`src/rtl/mem_stage_pkg.sv`:
```
// Shared widths, load-type codes, stall polarity and hold-FSM encodings for the memory stage.
package mem_stage_pkg;
  localparam int EX_TO_MEM_WD = 79;
  localparam int MEM_TO_WB_WD = 70;
  localparam int STALL_WD     = 6;

  localparam logic [2:0] LT_LW  = 3'b000;
  localparam logic [2:0] LT_LB  = 3'b001;
  localparam logic [2:0] LT_LBU = 3'b010;
  localparam logic [2:0] LT_LH  = 3'b011;
  localparam logic [2:0] LT_LHU = 3'b100;

  localparam logic STOP    = 1'b1;
  localparam logic NO_STOP = 1'b0;

  localparam logic [0:0] S_FRESH = 1'b0;
  localparam logic [0:0] S_HELD  = 1'b1;

  typedef struct packed {
    logic [31:0] pc;
    logic [2:0]  load_type;
    logic        data_ram_en;
    logic [3:0]  data_sram_wen;
    logic        sel_rf_res;
    logic        rf_we;
    logic [4:0]  rf_waddr;
    logic [31:0] ex_result;
  } ex_to_mem_t;

  typedef struct packed {
    logic [31:0] pc;
    logic        rf_we;
    logic [4:0]  rf_waddr;
    logic [31:0] rf_wdata;
  } mem_to_wb_t;
endpackage

```
`src/rtl/mem_stage_load_align.sv`:
```
// Combinational load aligner: picks the byte/halfword lane, extends it, and flags misaligned accesses.
module load_align
  import mem_stage_pkg::*;
(
  input  logic [31:0] raw,
  input  logic [1:0]  addr,
  input  logic [2:0]  load_type,
  output logic [31:0] data,
  output logic        misaligned
);
  logic [7:0]  byte_sel;
  logic [15:0] half_sel;

  always_comb begin
    case (addr)
      2'd0:    byte_sel = raw[7:0];
      2'd1:    byte_sel = raw[15:8];
      2'd2:    byte_sel = raw[23:16];
      default: byte_sel = raw[31:24];
    endcase
    half_sel = addr[1] ? raw[31:16] : raw[15:0];
  end

  // Codes 101-111 fall into the default arm and behave exactly like LW.
  always_comb begin
    data       = raw;
    misaligned = 1'b0;
    case (load_type)
      LT_LB:  data = {{24{byte_sel[7]}}, byte_sel};
      LT_LBU: data = {24'h0, byte_sel};
      LT_LH: begin
        data       = {{16{half_sel[15]}}, half_sel};
        misaligned = addr[0];
      end
      LT_LHU: begin
        data       = {16'h0, half_sel};
        misaligned = addr[0];
      end
      default: begin
        data       = raw;
        misaligned = |addr;
      end
    endcase
  end
endmodule

```
`src/rtl/mem_stage.sv`:
```
// Memory-access stage: registers the EX bus, aligns SRAM load data, and keeps the SRAM word while held.
module mem_stage
  import mem_stage_pkg::*;
(
  input  logic                    clk,
  input  logic                    rst,
  input  logic [STALL_WD-1:0]     stall,
  input  logic [EX_TO_MEM_WD-1:0] ex_to_mem_bus,
  input  logic [31:0]             data_sram_rdata,
  output logic [MEM_TO_WB_WD-1:0] mem_to_wb_bus,
  output logic                    mem_to_id_we,
  output logic [4:0]              mem_to_id_waddr,
  output logic [31:0]             mem_to_id_wdata,
  output logic                    mem_adel
);
  ex_to_mem_t  bus_r;
  logic [0:0]  state_q;
  logic [31:0] hold_q;
  logic [31:0] raw_word;
  logic [31:0] load_data;
  logic        misaligned;
  logic [31:0] rf_wdata;
  logic        rf_we_eff;
  logic        stage_held;
  mem_to_wb_t  wb;
  logic        unused_stall;

  assign unused_stall = ^{stall[5], stall[2:0]};
  assign stage_held   = (stall[3] == STOP) && (stall[4] == STOP);

  always_ff @(posedge clk) begin
    if (rst) begin
      bus_r   <= '0;
      state_q <= S_FRESH;
      hold_q  <= '0;
    end else begin
      if (stall[3] == STOP && stall[4] == NO_STOP) begin
        bus_r <= '0;
      end else if (stall[3] == NO_STOP) begin
        bus_r <= ex_to_mem_bus;
      end
      // The SRAM only drives the word for one cycle, so capture it on the first held edge.
      if (stage_held) begin
        if (state_q == S_FRESH) begin
          state_q <= S_HELD;
          hold_q  <= data_sram_rdata;
        end
      end else begin
        state_q <= S_FRESH;
      end
    end
  end

  assign raw_word = (state_q == S_HELD) ? hold_q : data_sram_rdata;

  load_align u_load_align (
    .raw        (raw_word),
    .addr       (bus_r.ex_result[1:0]),
    .load_type  (bus_r.load_type),
    .data       (load_data),
    .misaligned (misaligned)
  );

  assign mem_adel  = bus_r.data_ram_en & ~(|bus_r.data_sram_wen) & misaligned;
  assign rf_wdata  = bus_r.sel_rf_res ? load_data : bus_r.ex_result;
  assign rf_we_eff = bus_r.rf_we & ~mem_adel;

  assign wb.pc       = bus_r.pc;
  assign wb.rf_we    = rf_we_eff;
  assign wb.rf_waddr = bus_r.rf_waddr;
  assign wb.rf_wdata = rf_wdata;

  assign mem_to_wb_bus   = wb;
  assign mem_to_id_we    = rf_we_eff;
  assign mem_to_id_waddr = bus_r.rf_waddr;
  assign mem_to_id_wdata = rf_wdata;
endmodule

```
`config.mk`:
```
export PLATFORM = sky130hd
export DESIGN_NAME = mem_stage
export DESIGN_NICKNAME = d
export VERILOG_FILES = /design/src/rtl/mem_stage_pkg.sv /design/src/rtl/mem_stage_load_align.sv /design/src/rtl/mem_stage.sv
export SDC_FILE = /design/constraint.sdc
export NUM_CORES = 1
export LEC_CHECK = 0
export BUFFER_PORTS_ARGS = -buffer_cell sky130_fd_sc_hd__buf_4
export CORE_MARGIN = 2
export CORE_UTILIZATION = 45
export DETAILED_ROUTE_END_ITERATION = 12
export PLACE_DENSITY = 0.74
export SETUP_SLACK_MARGIN = 0.2
export SYNTH_ARGS = -nofsm -noshare
export SYNTH_HDL_FRONTEND = slang
export SYNTH_SLANG_ARGS = --single-unit
```
`constraint.sdc`:
```
create_clock -name clk -period 2.7 [get_ports clk]
set_input_delay 0.405 -clock clk [delete_from_list [all_inputs] [get_ports clk]]
set_output_delay 0.405 -clock clk [all_outputs]
set_load 0.02 [all_outputs]
```
Word-level counts from Yosys, hierarchy flattened
Cells that the tools add are included.
{"block": "op_classes", "eq_ne": 6, "n_bitwise": 6, "n_mux": 7, "reduce_logical": 8}
{"cell": "$pmux W32 S4", "count": 1}
{"cell": "$mux W32", "count": 2}
{"cell": "$pmux W8 S3", "count": 1}
{"cell": "$mux W16", "count": 1}
{"cell": "$reduce_or A2 Y1", "count": 4}
{"cell": "$eq A3 B2 Y1 const B", "count": 2}
{"cell": "$reduce_or A4 Y1", "count": 1}
{"cell": "$and A1 B1 Y1", "count": 3}
{"cell": "$eq A3 B1 Y1 const B", "count": 1}
{"cell": "$eq A3 B3 Y1 const B", "count": 1}
{"cell": "$not A1 Y1", "count": 3}
{"cell": "$eq A2 B1 Y1 const B", "count": 1}
{"cell": "$eq A2 B2 Y1 const B", "count": 1}
{"cell": "$logic_and A1 B1 Y1", "count": 2}
{"cell": "$logic_not A2 Y1", "count": 1}
{"cell": "$pmux W1 S2", "count": 1}
{"cell": "$mux W1", "count": 1}
{"block": "totals", "reg_bits": 112, "inputBits": 119}

Logic depth before layout (Yosys ltp)
{"block": "depth", "ltp_word": 6, "mapped_depth": 8, "depth_no_buf": 4}

Modules after synthesis
A second synthesis with hierarchy kept.
{"block": "unflattened", "hier_cells": 732, "hier_area_um2": 6957.9}
{"mod": "mem_stage", "instances": 1, "seq_area_each_um2": 2242.2, "area_each_um2": 5696.7, "cells_per_inst": 562}
{"mod": "load_align", "instances": 1, "seq_area_each_um2": 0.0, "area_each_um2": 1261.2, "cells_per_inst": 170}

Worst setup path before layout
Ideal clock, no wire load.
{"block": "synth_timing", "path_kind": "flip-flop to output port", "startpoint": "register bus_r[46] in the netlist's numbering", "endpoint": "output port mem_to_wb_bus[37]", "path_slack_ps": -472, "required_ps": 2295, "path_stages_with_launch": 7, "n_path_buf": 3, "arrival_ps": 2767, "cell_sequence": "dfxtp_1 -> clkbuf_1 -> clkbuf_1 -> o21ai_0 -> a2111oi_0 -> nor2b_1 -> buf_4"}
{"block": "synth_via", "elab_chain_cells": 6, "word_cells_on_any_way": 10, "cone_classes": "eq/ne: 4; mux: 1; bitwise: 3; reduce/logical: 2"}
{"element": "start, declared", "line_no": "mem_stage.sv:16", "rtl": "ex_to_mem_t bus_r;"}
{"element": "start signal, assigned", "line_no": "mem_stage.sv:40", "rtl": "bus_r <= ex_to_mem_bus;"}
{"element": "$eq A3 B2 Y1 (tied with other cells)", "line_no": "mem_stage_load_align.sv:28", "rtl": "case (load_type)"}
{"element": "$reduce_or A2 Y1 (no line)"}
{"element": "$pmux W1 S2 (*)", "line_no": "mem_stage_load_align.sv:28"}
{"element": "$and A1 B1 Y1 (*)", "line_no": "mem_stage.sv:64", "rtl": "assign mem_adel = bus_r.data_ram_en & ~(|bus_r.data_sram_wen) & misaligned;"}
{"element": "named net mem_adel", "line_no": "mem_stage.sv:14", "rtl": "output logic mem_adel"}
{"element": "$not A1 Y1 (*)", "line_no": "mem_stage.sv:66", "rtl": "assign rf_we_eff = bus_r.rf_we & ~mem_adel;"}
{"element": "$and A1 B1 Y1 (*)", "line_no": "mem_stage.sv:66"}
{"element": "end, declared", "line_no": "mem_stage.sv:10", "rtl": "output logic [MEM_TO_WB_WD-1:0] mem_to_wb_bus,"}
The timed path passes the listed nets; every way through them passes the cells marked *.

Final worst setup path
{"block": "layout_timing", "startpoint": "register state_q", "endpoint": "output port mem_to_id_wdata[7]"}
{"block": "layout_via", "elab_chain_cells": 4, "word_cells_on_any_way": 5, "cone_classes": "mux: 5"}
{"element": "start, declared", "line_no": "mem_stage.sv:17", "rtl": "logic [0:0] state_q;"}
{"element": "start signal, assigned", "line_no": "mem_stage.sv:34", "rtl": "state_q <= S_FRESH;"}
{"element": "start signal, assigned", "line_no": "mem_stage.sv:45", "rtl": "state_q <= S_HELD;"}
{"element": "start signal, assigned", "line_no": "mem_stage.sv:49", "rtl": "state_q <= S_FRESH;"}
{"element": "$mux W32 (*)"}
{"element": "$pmux W8 S3 or $mux W16 (tied branches)", "line_no": "mem_stage_load_align.sv:15, mem_stage_load_align.sv:21"}
{"element": "$pmux W32 S4 (*)", "line_no": "mem_stage_load_align.sv:28"}
{"element": "$mux W32 (*)", "line_no": "mem_stage.sv:65", "rtl": "assign rf_wdata = bus_r.sel_rf_res ? load_data : bus_r.ex_result;"}
{"element": "end, declared", "line_no": "mem_stage.sv:13", "rtl": "output logic [31:0] mem_to_id_wdata,"}
Every way passes the cells marked *; elsewhere a longest branch is shown, timed or not.

==> impl_metrics.csv <==
group,metric,value,unit
placed_design,hpwl,12000,microns
layout,drive_gt1_frac,0.401,
grt,grt_pass1_wl,25000,microns
sta,relSlewSlack,0.404,
cts,cts_made_buffers,9,
placed_design,dp_slack,0.0534,ns
cts,insertion_delay,0.35,ns
worst_setup_path,crit_fanout,8,
route,drtPass1Iterations,5,
sta,min_period,2.73,ns
sta,fmax,0.366,GHz
cts,cts_buffer_depth,2,
layout,n_antenna_cell,0,
cts,cts-root-buf,"clkbuf_16",
cts,clk_pin_slew,0.07,ns
synth,async_flop_share,0,
power,power,0.00409,W
grt,antenna_found_initial,0,
synth,synth.avg_cell_area,8.73,sq um
sta,fin_ws,-0.0347,ns
route,num_vias,5118,
placed_design,gp_congestion,0.836,
power,p_per_area,524,nW/um^2
die,fp.dieW,120,microns
flow_run,max_cap_violations,0,
synth,synthCells,690,
die,die_h,120,microns
cts,htree_levels,3,
sta,skew,0.00610,ns
synth,synth_edf_count,0,
sta,hold_viol,0,
power,p_leak,3.60,nW
grt,grt_max_degree,64,
route,ant_nets,0,
synth,synth.distinct_cells,48,
worst_setup_path,critPathArrivalTime,2.33,ns
cts,cts.sinks,112,
synth,yosysSeqAreaShare,0.372,
route,wirelength,16200,microns
cts,cts_tree,"done",
worst_setup_path,cp_slowest_stage_delay,0.51,ns
worst_setup_path,cp-start-kind,"register",
die,rows,42,
route,drc,0,
worst_setup_path,crit_chain,"buf_4 -> mux2i_2 -> mux4_2 -> or3_4 -> a41oi_4 -> buf_6",
sta,post-route-period-util,1.01,
sta,worst_pin_slew,0.891,ns
die,core_area,13100,sq um
hold_path,hp-class,"in2reg",
worst_setup_path,critical_path.slowest_cell,"mux4_2",
die,die_area,14300,sq um
sta,fin_tns_setup,-0.171,ns
route,vias_per_cell,5.12,
synth,synth_nets,809,
layout,synthToLayoutAreaGrowth,29.7,%
worst_setup_path,critPathCaptureType,"primary output",
die,start_util,0.459,
synth,ys.flop_type,"dfxtp_1",
route,drt_iter0_drc,244,
worst_setup_path,path_delay_family,"multiplexers",
sta,hold-worst-slack,0.281,ns
worst_setup_path,path_class,"reg2out",
outcome,violations,"negative setup slack",
route,routedWlPerCell,16.2,microns
worst_setup_path,crit_buf_inv,2,
power,peakVddDrop,0.000360,V
grt,grt_pass1_vias,4896,
grt,grt_remaining_overflow,0,
layout,utilization,0.595,
layout,final_common_cell,"buf_4",
outcome,status,"finished, violations left",
sta,rsz0062_at_grt,"true",
sta,setup_viol,16,
sta,drv_slew,0,
worst_setup_path,cp.required,2.30,ns
synth,ys.warnings.count,0,
placed_design,port_buffers,223,
layout,layout_common_cells,"buf_4, nor2_1, dfxtp_1",
grt,grtUsageTotal,0.219,
synth,syn-cell-area,6020,sq um
die,boundaryPins,228,
layout,fin_nets,937,
synth,synth-seq-cells,112,
cts,ctsHoldBuffers,0,
cells in the mapped netlist, types with 3 or more instances:
library cell	number	area share
nor2_1	148	0.092
dfxtp_1	112	0.37
mux2i_1	92	0.15
buf_4	75	0.093
nand2_1	49	0.031
clkbuf_1	38	0.024
mux2_2	29	0.054
a31oi_1	18	0.019
nor3_1	16	0.013
a21oi_1	14	0.012
a31oi_2	10	0.021
buf_2	9	0.0075
nand3_1	7	0.0058
a211oi_1	6	0.0075
a2bb2oi_1	6	0.0087
o211ai_1	6	0.0075
o2111ai_1	5	0.0073
or2_1	5	0.0052
o21ai_0	3	0.0025
o21bai_1	3	0.0037
metal layers:
layer / share of wire / track usage / vias up
met1: 0.43 / 0.287 / 2383
met4: 0.016 / 0.0772 / 0
met3: 0.066 / 0.0423 / 20
li1: - / - / 2541
met2: 0.49 / 0.362 / 174
met5: 0 / 0 / -
per-stage QoR:
stage               area [sq um]  cells
floorplan                   6040    690
global placement            7290    978
detailed placement          7290    978
CTS                         7710    998
global route                7820    999
finish                      7820    999
sequential cells by signal, indices dropped and copies added (netlist names):
signal	flops
state_q	1
mem_to_id_waddr	5
hold_q	32
bus_r	42
mem_to_wb_bus	32
cells by family (layout without fill, tap and decap cells):
family | Yosys count | count (layout) | share of synthesized area
muxes | 125 | 125 | 0.220
xor gates and xnor gates | 2 | 2 | 0.00291
DFF | 112 | 112 | 0.372
AOI/OAI and AO/OA | 83 | 83 | 0.109
and+or+nand+nor | 240 | 240 | 0.166
buffers and inverters | 128 | 261 | 0.131
power breakdown:
part / total, W / internal [W] / leakage (nW) / switching (W)
Clock: 0.00126 / 0.000654 / 0.133 / 0.000602
Sequential: 0.00180 / 0.00174 / 0.923 / 0.0000644
Combinational: 0.00104 / 0.000496 / 2.54 / 0.000539
Total: 0.00409 / 0.00289 / 3.60 / 0.00121
worst paths after layout:
| path | start | endpoint | slack [ns] | cells past startpoint |
|---|---|---|---|---|
| setup / recovery | state_q | mem_to_id_wdata[7] | -0.03 | 6 |
| hold / removal | ex_to_mem_bus[45] | bus_r[45] | 0.28 | 3 |
| setup reg to reg | state_q | hold_q[13] | 1.02 | 4 |
| hold reg to reg | hold_q[4] | hold_q[4] | 0.46 | 2 |
area by class of cell:
type / instances / area, sq um
multi-input combinational: 450 / 3130
timing repair buffer: 243 / 1920
fill: 1148 / 5320
clock buffer: 12 / 246
inverter: 2 / 7.51
tap: 176 / 220
sequential: 112 / 2260
clock inverter: 4 / 30.0
worst min-delay path: stages:
cell	delay, ns
buf_4	0.08
mux2i_1	0.05
nor2_1	0.07
timing repair:
item,4_1_cts,5_1_grt
gates resized for setup,28,23
endpoints found under the hold margin,0,0
endpoints found under the setup margin,67,66
pin swaps,8,2
setup buffers,4,1
Power figures use the tool's default switching activity.
